## src/rtl/muldiv_pkg.sv

```systemverilog
// Shared types for the iterative multiply/divide unit: opcodes and FSM states.
package muldiv_pkg;

    typedef enum logic [2:0] {
        MULT  = 3'd0,
        MULTU = 3'd1,
        DIV   = 3'd2,
        DIVU  = 3'd3,
        MTHI  = 3'd4,
        MTLO  = 3'd5,
        NOP   = 3'd7
    } md_op_e;

    typedef enum logic [1:0] {
        IDLE = 2'd0,
        RUN  = 2'd1,
        FIN  = 2'd2
    } md_state_e;

endpackage

```

## src/rtl/muldiv_sign_fix.sv

```systemverilog
// Conditional two's-complement negation: operand abs on load, result sign fix at finish.
module muldiv_sign_fix #(
    parameter int unsigned W = 32
) (
    input  logic [W-1:0] mag,
    input  logic         neg,
    output logic [W-1:0] res_c
);

    assign res_c = neg ? (~mag + W'(1)) : mag;

endmodule

```

## src/rtl/muldiv_unit.sv

```systemverilog
// Iterative radix-2 multiply/divide unit owning the HI/LO pair; shift-add multiply, restoring divide.
module muldiv_unit
    import muldiv_pkg::*;
#(
    parameter int unsigned WIDTH = 32
) (
    input  logic             clk,
    input  logic             rst_n,
    input  logic             start,
    input  md_op_e           op,
    input  logic [WIDTH-1:0] a,
    input  logic [WIDTH-1:0] b,
    input  logic             flush,
    output logic             busy,
    output logic             done,
    output logic             div_zero,
    output logic [WIDTH-1:0] hi,
    output logic [WIDTH-1:0] lo
);

    localparam int unsigned CNT_W = $clog2(WIDTH + 1);
    localparam int unsigned ACC_W = 2 * WIDTH;

    md_state_e        state;
    logic [ACC_W-1:0] acc;
    logic [WIDTH-1:0] opnd;
    logic [CNT_W-1:0] cnt;
    logic             is_div;
    logic             neg_lo;
    logic             neg_hi;
    logic             dz_pend;

    logic             signed_op_c;
    logic             sa_c;
    logic             sb_c;
    logic [WIDTH-1:0] a_abs_c;
    logic [WIDTH-1:0] b_abs_c;
    logic [ACC_W-1:0] prod_c;
    logic [WIDTH-1:0] quo_c;
    logic [WIDTH-1:0] rem_c;
    logic [WIDTH:0]   mul_sum_c;
    logic [WIDTH:0]   div_diff_c;
    logic [ACC_W-1:0] acc_step_c;

    assign signed_op_c = (op == MULT) || (op == DIV);
    assign sa_c        = signed_op_c & a[WIDTH-1];
    assign sb_c        = signed_op_c & b[WIDTH-1];

    muldiv_sign_fix #(.W(WIDTH)) u_abs_a (.mag(a),   .neg(sa_c), .res_c(a_abs_c));
    muldiv_sign_fix #(.W(WIDTH)) u_abs_b (.mag(b),   .neg(sb_c), .res_c(b_abs_c));
    muldiv_sign_fix #(.W(ACC_W)) u_fix_p (.mag(acc), .neg(neg_lo), .res_c(prod_c));
    muldiv_sign_fix #(.W(WIDTH)) u_fix_q (.mag(acc[WIDTH-1:0]),     .neg(neg_lo), .res_c(quo_c));
    muldiv_sign_fix #(.W(WIDTH)) u_fix_r (.mag(acc[ACC_W-1:WIDTH]), .neg(neg_hi), .res_c(rem_c));

    // One radix-2 step: acc = {partial, multiplier} or {remainder, dividend/quotient}
    always_comb begin
        mul_sum_c  = {1'b0, acc[ACC_W-1:WIDTH]} + {1'b0, (acc[0] ? opnd : '0)};
        div_diff_c = acc[ACC_W-1:WIDTH-1] - {1'b0, opnd};
        acc_step_c = {mul_sum_c, acc[WIDTH-1:1]};
        if (is_div) begin
            if (!div_diff_c[WIDTH]) begin
                acc_step_c = {div_diff_c[WIDTH-1:0], acc[WIDTH-2:0], 1'b1};
            end else begin
                acc_step_c = {acc[ACC_W-2:0], 1'b0};
            end
        end
    end

    always_ff @(posedge clk or negedge rst_n) begin
        if (!rst_n) begin
            state    <= IDLE;
            acc      <= '0;
            opnd     <= '0;
            cnt      <= '0;
            is_div   <= 1'b0;
            neg_lo   <= 1'b0;
            neg_hi   <= 1'b0;
            dz_pend  <= 1'b0;
            busy     <= 1'b0;
            done     <= 1'b0;
            div_zero <= 1'b0;
            hi       <= '0;
            lo       <= '0;
        end else begin
            done <= 1'b0;
            unique case (state)
                IDLE: begin
                    if (start && !flush) begin
                        case (op)
                            MTHI: begin
                                hi       <= a;
                                done     <= 1'b1;
                                div_zero <= 1'b0;
                            end
                            MTLO: begin
                                lo       <= a;
                                done     <= 1'b1;
                                div_zero <= 1'b0;
                            end
                            MULT, MULTU: begin
                                acc      <= {{WIDTH{1'b0}}, b_abs_c};
                                opnd     <= a_abs_c;
                                is_div   <= 1'b0;
                                neg_lo   <= sa_c ^ sb_c;
                                neg_hi   <= 1'b0;
                                dz_pend  <= 1'b0;
                                cnt      <= '0;
                                busy     <= 1'b1;
                                div_zero <= 1'b0;
                                state    <= RUN;
                            end
                            DIV, DIVU: begin
                                // Divide by zero keeps an all-ones quotient regardless of signs
                                acc      <= {{WIDTH{1'b0}}, a_abs_c};
                                opnd     <= b_abs_c;
                                is_div   <= 1'b1;
                                neg_lo   <= (sa_c ^ sb_c) & (b != '0);
                                neg_hi   <= sa_c;
                                dz_pend  <= (b == '0);
                                cnt      <= '0;
                                busy     <= 1'b1;
                                div_zero <= 1'b0;
                                state    <= RUN;
                            end
                            default: ;
                        endcase
                    end
                end
                RUN: begin
                    if (flush) begin
                        busy  <= 1'b0;
                        state <= IDLE;
                    end else begin
                        acc <= acc_step_c;
                        cnt <= cnt + CNT_W'(1);
                        if (cnt == CNT_W'(WIDTH - 1)) begin
                            state <= FIN;
                        end
                    end
                end
                FIN: begin
                    busy  <= 1'b0;
                    state <= IDLE;
                    if (!flush) begin
                        if (is_div) begin
                            lo <= quo_c;
                            hi <= rem_c;
                        end else begin
                            lo <= prod_c[WIDTH-1:0];
                            hi <= prod_c[ACC_W-1:WIDTH];
                        end
                        div_zero <= dz_pend;
                        done     <= 1'b1;
                    end
                end
                default: begin
                    busy  <= 1'b0;
                    state <= IDLE;
                end
            endcase
        end
    end

endmodule

```

## config.mk

```make
export PLATFORM = sky130hd
export DESIGN_NAME = muldiv_unit
export DESIGN_NICKNAME = d
export VERILOG_FILES = /design/src/rtl/muldiv_pkg.sv /design/src/rtl/muldiv_sign_fix.sv /design/src/rtl/muldiv_unit.sv
export SDC_FILE = /design/constraint.sdc
export NUM_CORES = 1
export LEC_CHECK = 0
export CAP_MARGIN = 20
export CORE_MARGIN = 3
export CORE_UTILIZATION = 55
export CTS_CLUSTER_SIZE = 10
export DETAILED_ROUTE_END_ITERATION = 10
export DONT_BUFFER_PORTS = 1
export GPL_ROUTABILITY_DRIVEN = 0
export PLACE_DENSITY = 0.71
export SLEW_MARGIN = 25
export SYNTH_ARGS = -nofsm -noshare
export SYNTH_HDL_FRONTEND = slang
export SYNTH_SLANG_ARGS = --single-unit
export TNS_END_PERCENT = 20
```

## constraint.sdc

```tcl
create_clock -name clk -period 4.35 [get_ports clk]
set_input_delay 0.435 -clock clk [delete_from_list [all_inputs] [get_ports clk]]
set_output_delay 0.435 -clock clk [all_outputs]
set_load 0.1 [all_outputs]
```

# Word level (Yosys, flattened, before mapping)

Cells that the tools add are included.

Register bits after elaboration: 175
Input port bits: 71
Output and inout port bits: 67
Logic and storage cells: 119

Add/subtract/negate cells: 8
Eq/ne operators: 18
Multiplexer cells: 48
Bitwise gates (word level): 9
Reductions and logical operators: 23

Operators with widths:

| kind                                                                   | count |
|---|---|
| 32-bit 2-to-1 mux                                                      | 13 |
| 64-bit 2-to-1 mux                                                      | 5 |
| 64-bit case mux with 2 select lines                                    | 2 |
| 32-bit case mux with 2 select lines                                    | 3 |
| 32-bit by 1-bit adder with 32-bit output (second input constant)       | 4 |
| 32-bit inverter                                                        | 4 |
| 64-bit by 1-bit adder with 64-bit output (second input constant)       | 1 |
| 64-bit inverter                                                        | 1 |
| 32-bit by 32-bit adder with 33-bit output                              | 1 |
| 33-bit by 32-bit subtractor with 33-bit output                         | 1 |
| 32-bit logical NOT                                                     | 1 |
| 32-bit nonzero test                                                    | 1 |
| 4-bit AND reduction                                                    | 5 |
| 6-bit 2-to-1 mux                                                       | 3 |
| 1-bit case mux with 2 select lines                                     | 7 |
| 2-bit inequality test (second input constant)                          | 6 |
| 6-bit case mux with 2 select lines                                     | 1 |
| 1-bit 2-to-1 mux                                                       | 9 |
| 3-bit AND reduction                                                    | 3 |
| 2-bit 2-to-1 mux                                                       | 4 |
| 6-bit by 1-bit adder with 6-bit output (second input constant)         | 1 |
| 3-bit by 2-bit equality test with 1-bit output (second input constant) | 2 |
| 3-bit equality test (second input constant)                            | 2 |
| 6-bit by 5-bit equality test with 1-bit output (second input constant) | 1 |
| other kinds (18)                                                       | 25 |

# Longest topological paths before layout

Gate-level depths: netlist of run 1.

Word-level depth: 7
Mapped depth: 14
Mapped depth without buffers: 13

# Cells and area by module

A second synthesis of run 1 with hierarchy kept.

Cells, all modules: 2197
Area, all modules: 17849.6 sq um

By module, submodules not included:

| module                        | instances | cells an instance | area an instance (sq um) | sequential area each (sq um) |
|---|---|---|---|---|
| muldiv_unit                   | 1         | 1595              | 13092.6                  | 4379.2 |
| muldiv_sign_fix (u_abs_a ...) | 4         | 99                | 777.0                    | 0.0 |
| muldiv_sign_fix (u_fix_p)     | 1         | 206               | 1649.1                   | 0.0 |

# Worst setup path after synthesis of run 1

OpenSTA, ideal clock, no wires.

Kind: flip-flop to flip-flop
Start: register acc[31]
End: register acc[35]
Data arrival time: 3.082 ns
Data required time: 4.232 ns
Path slack: 1.150 ns
Stages on the path, launching flop included: 15
Path buffers: 2
Path through: dfrtp_1 -> inv_1 -> ha_1 -> fa_1 -> nand2b_1 -> a21o_1 -> a31oi_1 -> a21bo_2 -> a2111o_1 -> o211a_1 -> clkbuf_1 -> buf_1 -> mux2i_1 -> a21oi_1 -> a21o_1

Cells in the longest elaborated chain, start to end: 5

Ends and longest elaborated chain:

| element                                        | line               | text |
|---|---|---|
| from (decl)                                    | muldiv_unit.sv:25  | `logic [ACC_W-1:0] acc;` |
| from (signal assigned)                         | muldiv_unit.sv:101 | `acc <= {{WIDTH{1'b0}}, b_abs_c};` |
| from (signal assigned)                         | muldiv_unit.sv:114 | `acc <= {{WIDTH{1'b0}}, a_abs_c};` |
| from (signal assigned)                         | muldiv_unit.sv:134 | `acc <= acc_step_c;` |
| 33-bit by 32-bit subtractor with 33-bit output | muldiv_unit.sv:58  | `div_diff_c = acc[ACC_W-1:WIDTH-1] - {1'b0, opnd};` |
| 64-bit 2-to-1 mux                              | muldiv_unit.sv:61  | `if (!div_diff_c[WIDTH]) begin` |
| 64-bit 2-to-1 mux                              | muldiv_unit.sv:60  | `if (is_div) begin` |
| 64-bit 2-to-1 mux                              | muldiv_unit.sv:130 | `if (flush) begin` |
| 64-bit case mux with 2 select lines            | muldiv_unit.sv:86  | `unique case (state)` |

No other way between the ends. The select of a mux whose other input is x is not followed.
A chain may end at the register's enable or synchronous reset.

# Final worst setup path of run 1

Same ends and word-level chain as after synthesis.

==> results of run 1 <==
## registers in the layout, indices dropped and copies added (netlist names)
register  cells
neg_hi        1
opnd         32
busy          1
is_div        1
lo           32
dz_pend       1
div_zero      1
neg_lo        1
done          1
acc          64
cnt           6
hi           32
state         2
## metrics by stage
| stage | setup WS [ns] | power (W) |
|---|---|---|
| 2_1_floorplan | 1.15 | 0.00748 |
| 3_3_place_gp | 0.770 | 0.00873 |
| 3_5_place_dp | 0.687 | 0.00882 |
| 4_1_cts | 0.637 | 0.0104 |
| 5_1_grt | 0.410 | 0.0112 |
| 6_report | 0.524 | 0.0106 |
## power by group through the flow
stage,combinational [W],sequential [W],clock [W]
final,0.00513,0.00387,0.00159
after global routing,0.00560,0.00392,0.00165
after CTS,0.00500,0.00384,0.00159
after detailed placement,0.00496,0.00387,0
after global placement,0.00488,0.00385,0
after floorplan,0.00390,0.00358,0
## critical path: stages (launching register included)
cell and delay [ns]:
dfrtp_1 0.52, inv_1 0.11, ha_1 0.24, fa_1 0.40, nand2b_1 0.18, a21o_1 0.17, a31oi_1 0.28, a21bo_2 0.30
a2111o_1 0.17, o211a_1 0.47, buf_12 0.28, mux2i_1 0.24, a21oi_1 0.11, a21o_1 0.21
## layout make-up
type	count	share of cell area
antenna	2	0.000317
clock buffer	18	0.0272
clock inverter	14	0.0109
inverter	70	0.0167
multi-input combinational	1554	0.624
sequential	175	0.278
tap	335	0.0266
timing repair buffer	34	0.0170
## layout by cell type, fill, tap and decap left out, drive strengths merged, types with 57 or more instances in the layout
cell	instances
mux2i	57
o21ai	157
xor2	59
a21oi	174
nor2	207
inv	76
ha	69
dfrtp	175
xnor2	112
nand2	207
## final timing paths
path                                 startpoint                   end  slack [ns]
setup / recovery            acc[31]$_DFFE_PN0P_   acc[35]$_DFFE_PN0P_        0.52
hold / removal                            rst_n   acc[63]$_DFFE_PN0P_       -0.32
setup reg to reg            acc[31]$_DFFE_PN0P_   acc[35]$_DFFE_PN0P_        0.52
hold reg to reg            opnd[14]$_DFFE_PN0P_  opnd[14]$_DFFE_PN0P_        0.50
max in group asynchronous                 rst_n    is_div$_DFFE_PN0P_        4.36
min in group clk                          flush  state[0]$_DFFE_PN0P_        0.05
## metal layers
| layer | global-route usage | vias up | share of wire |
|---|---|---|---|
| li1 | - | 6765 | - |
| met1 | 0.494 | 7113 | 0.41 |
| met2 | 0.514 | 983 | 0.42 |
| met3 | 0.0869 | 162 | 0.12 |
| met4 | 0.162 | 0 | 0.051 |
| met5 | 0 | - | 0 |
## kinds of logic (layout without fill, tap and decap cells)
kind of cell               count (synthesis)  count (layout)  synth area share
and+or+nand+nor                          642             642             0.199
AOI/OAI and AO/OA                        611             611             0.258
buffers and inverters                    186             136            0.0480
muxes                                     59              59            0.0398
adders and majority gates                 71              71            0.0606
DFF                                      175             175             0.294
other                                      0               2                 0
xor gates and xnor gates                 171             171             0.100
==> qor.yml, run 1 <==
power:
  power_frac_clock: 0.150
  peakVddDrop_v: 0.000302
  switching_share: 0.535
  powerDensity_nw_per_um2: 671
  power.switching_w: 0.00567
  leakagePower_nw: 6.89
  cellInternalPower_w: 0.00493
  pwr-share-seq: 0.365
  p_comb_frac: 0.485
sta:
  relSlewSlack: 0.297
  hold_viol: 175
  fmax_mhz: 261
  tns_ns: 0
  tightestPinTransition_ns: 1.05
  fin_worst_skew_ns: 0.0169
  period_share: 0.879
  report.final.slew_viol_count: 0
  period_needed_ns: 3.83
  grt_setup_unrepaired: "no"
  setup_violations: 0
  timing.hold.ws_ns: -0.323
placed_design:
  place_area_um2: 15200
  dp_hpwl_mm: 39.9
  dp_cells: 2168
  port-buffer-count: 0
cells_and_area:
  finalNonFillerCells: 2202
  n_fill_cell: 2423
  drive_gt1_frac: 0.0493
  design_area_um2: 15800
  area_delta_synth_final_pct: 5.85
  multi_input_area_um2: 9840
  fin_util: 0.599
  layout.nets: 1994
  seqCellArea_um2: 4380
detailed_routing:
  wire_per_inst_um: 23.9
  viasPerCell: 6.82
  drtAntennaViolNets: 0
  drt_pass1_iterations: 9
  drt_wl_total_mm: 52.7
  vias: 15000
  drc: 0
  drt_iter0_markers: 2124
clocking:
  cts.sinks: 175
  cts_inserted_buffers: 17
  clkTransAtPathRegs_ns: 0.08
  htree_levels: 4
  clock_path_buffers: 2
  cts_tree: "done"
  cts_resized: 0
  cts_setup_buffers: 0
  cts_root_buf: "clkbuf_16"
  clk-insertion-delay-late_ns: 0.45
yosys:
  syn_area_um2: 14900
  yosys_most_used_dff: "dfrtp_1"
  synth_warnings: 0
  netlist.area_leader.share: 0.294
  synthesis.nets: 2057
  ys_ff_latch: 175
  synthTopCellsByCount: "207 x nand2_1, 204 x nor2_1, 175 x dfrtp_1"
  synth.most_common_cell: "nand2_1"
  synthArstFlopShare: 1.00
  netlist-cell-type-count: 70
  postSynthCellCount: 1915
  yosys-top-cells-area: "dfrtp_1 29%, xnor2_1 6.6%, a21oi_1 5.8%"
  synth-edff-count: 0
  yosysSeqAreaShare: 0.294
  syn_area_per_cell_um2: 7.78
  synth_top_area_cell: "dfrtp_1"
flow_run:
  drv_cap: 0
floorplanning:
  dieHeight_um: 171
  num_io_pins: 138
  die_w_um: 171
  core_um2: 26400
  die_area_um2: 29100
  std_cell_rows: 59
  start_util: 0.566
status:
  outcome: "finished with violations"
  violations: "negative hold slack"
global_routing:
  grt_max_degree: 176
  grt_pass1_vias: 13600
  globalRouteTotalUtil: 0.353
  grt_pass1_wl_mm: 79.9
  gr-total-overflow: 0
  antenna_found_initial: 1
setup_path:
  r2r.worst_path.cells: 13
  required_ns: 4.68
  crit_type: "flop to flop"
  arrival_ns: 4.16
  startpoint_type: "flop"
  path_max_fanout: 33
  end_kind: "flop"
min_path:
  holdCritPathClass: "primary input to asynchronous set/reset pin"
(Power assumes the default switching activity.)
==> inputs of run 2 (changes only) <==
- CAP_MARGIN: 20 -> 15
- SLEW_MARGIN: 25 -> unset
==> results of run 2 <==
The final DEF is identical to that of run 1; final timing and power are the same.
==> variant (flow settings as in run 1) <==
`WIDTH`: 32 -> 16.
--- a/src/rtl/muldiv_unit.sv
+++ b/src/rtl/muldiv_unit.sv
@@ -3,5 +3,5 @@
     import muldiv_pkg::*;
 #(
-    parameter int unsigned WIDTH = 32
+    parameter int unsigned WIDTH = 16
 ) (
     input  logic             clk,
Interface: changed (resized a, b, hi and lo); port bits go from 138 to 74. The function was not compared with the original's and may differ.
==> variant against run 1 <==
Sequential cell count down 81; largest power group unchanged; total power down 54%; wire length down 55%; sequential share of layout area up 0.88 points; setup slack better by 330 ps; synthesized cell count down 48%; worst hold slack better by 340 ps; non-clock buffer count down 25; clock power down 45%; synthesized area down 47%; design area down 48%; cell count down 49%.
==> variant: results (changes against run 1) <==
[run_status]
status = finished clean  ; was finished with violations

[sta]
hold_ws_ps = 17.50  ; was -323.3 ps

[global_route]
grt_use_met3_pct = 7.591  ; was 8.688%
grt_max_degree = 95  ; was 176
grt_pass1_wl_mm = 37.50  ; was 79.86 mm
track_usage_pct = 30.12  ; was 35.30%

[clocking]
clk_latency_ps = 350  ; was 450 ps

[synth]
synth_cell_types = 82  ; was 70
synthTopCellsByCount = 114 x nand2_1, 101 x nor2_1, 94 x dfrtp_1  ; was 207 x nand2_1, 204 x nor2_1, 175 x dfrtp_1
synth.avg_cell_area_um2 = 7.939  ; was 7.784 um^2
synth_xor_area_share_pct = 9.165  ; was 10.05%

[power]
power_leakage_nw = 3.651  ; was 6.891 nW

[worst_setup_path]
worst-endpoint-arrival_ps = 3740  ; was 4160 ps
cpPeakStageDelay_ps = 810  ; was 520 ps
r2r_cells = 10  ; was 13
r2r_slack_ps = 850  ; was 520 ps
r2r_start = acc[15]$_DFFE_PN0P_  ; was acc[31]$_DFFE_PN0P_

[finish]
largest_reg_flops = 32  ; was 64
antenna_cells = 0  ; was 2
n_fill_cell = 1272  ; was 2,423
drive_above_1_share_pct = 5.895  ; was 4.933%
nets = 1024  ; was 1,994

[detailed_routing]
drt_iter0_markers = 833  ; was 2,124
met1_length_mm = 10.28  ; was 21.41 mm
first_pass_iters = 7  ; was 9

## variant: worst max-delay path, delay by kind of cell (launching register included)
kind            cells  cell delay, ps
simple gates        3            1110
compound gates      4            1100
fa+ha+maj           2             660
flops               1             410
buf+inv             1             110
## variant: cell type report
type	instances	area (um^2)	share of cell area (%)
Inverter	36	135.1	1.646
Clock buffer	9	225.2	2.743
Multi-Input combinational cell	795	5095	62.04
Clock inverter	7	96.34	1.173
Sequential cell	94	2352	28.65
Tap cell	176	220.2	2.682
Timing Repair Buffer	9	87.58	1.067
## variant: timing repair
action,CTS,global route
endpoints found under the hold margin,94,0
hold buffers,1,0
setup endpoints to repair,0,0
## variant: stage by stage
step	setup WS [ps]	util (%)
6_report	849.9	60.33
5_1_grt	587.6	60.33
4_1_cts	894.4	60.28
3_5_place_dp	904.2	57.71
3_3_place_gp	1024	57.69
2_1_floorplan	1467	-
## variant: where the power goes
group / switching, mW / internal, mW / leakage, nW
sequential: 0.875 / 1.06 / 1.20
combinational: 1.19 / 0.829 / 2.29
clock: 0.368 / 0.506 / 0.160
## variant: worst max path at each step
stage	start	end	slack, ps	depth (start not counted)
2_1_floorplan	acc[16]$_DFFE_PN0P_	acc[31]$_DFFE_PN0P_	1470	11
3_3_place_gp	acc[16]$_DFFE_PN0P_	acc[29]$_DFFE_PN0P_	1020	9
3_5_place_dp	acc[15]$_DFFE_PN0P_	acc[29]$_DFFE_PN0P_	900	10
4_1_cts	acc[15]$_DFFE_PN0P_	acc[29]$_DFFE_PN0P_	890	10
5_1_grt	acc[16]$_DFFE_PN0P_	acc[29]$_DFFE_PN0P_	590	9
6_report	acc[15]$_DFFE_PN0P_	acc[29]$_DFFE_PN0P_	850	10
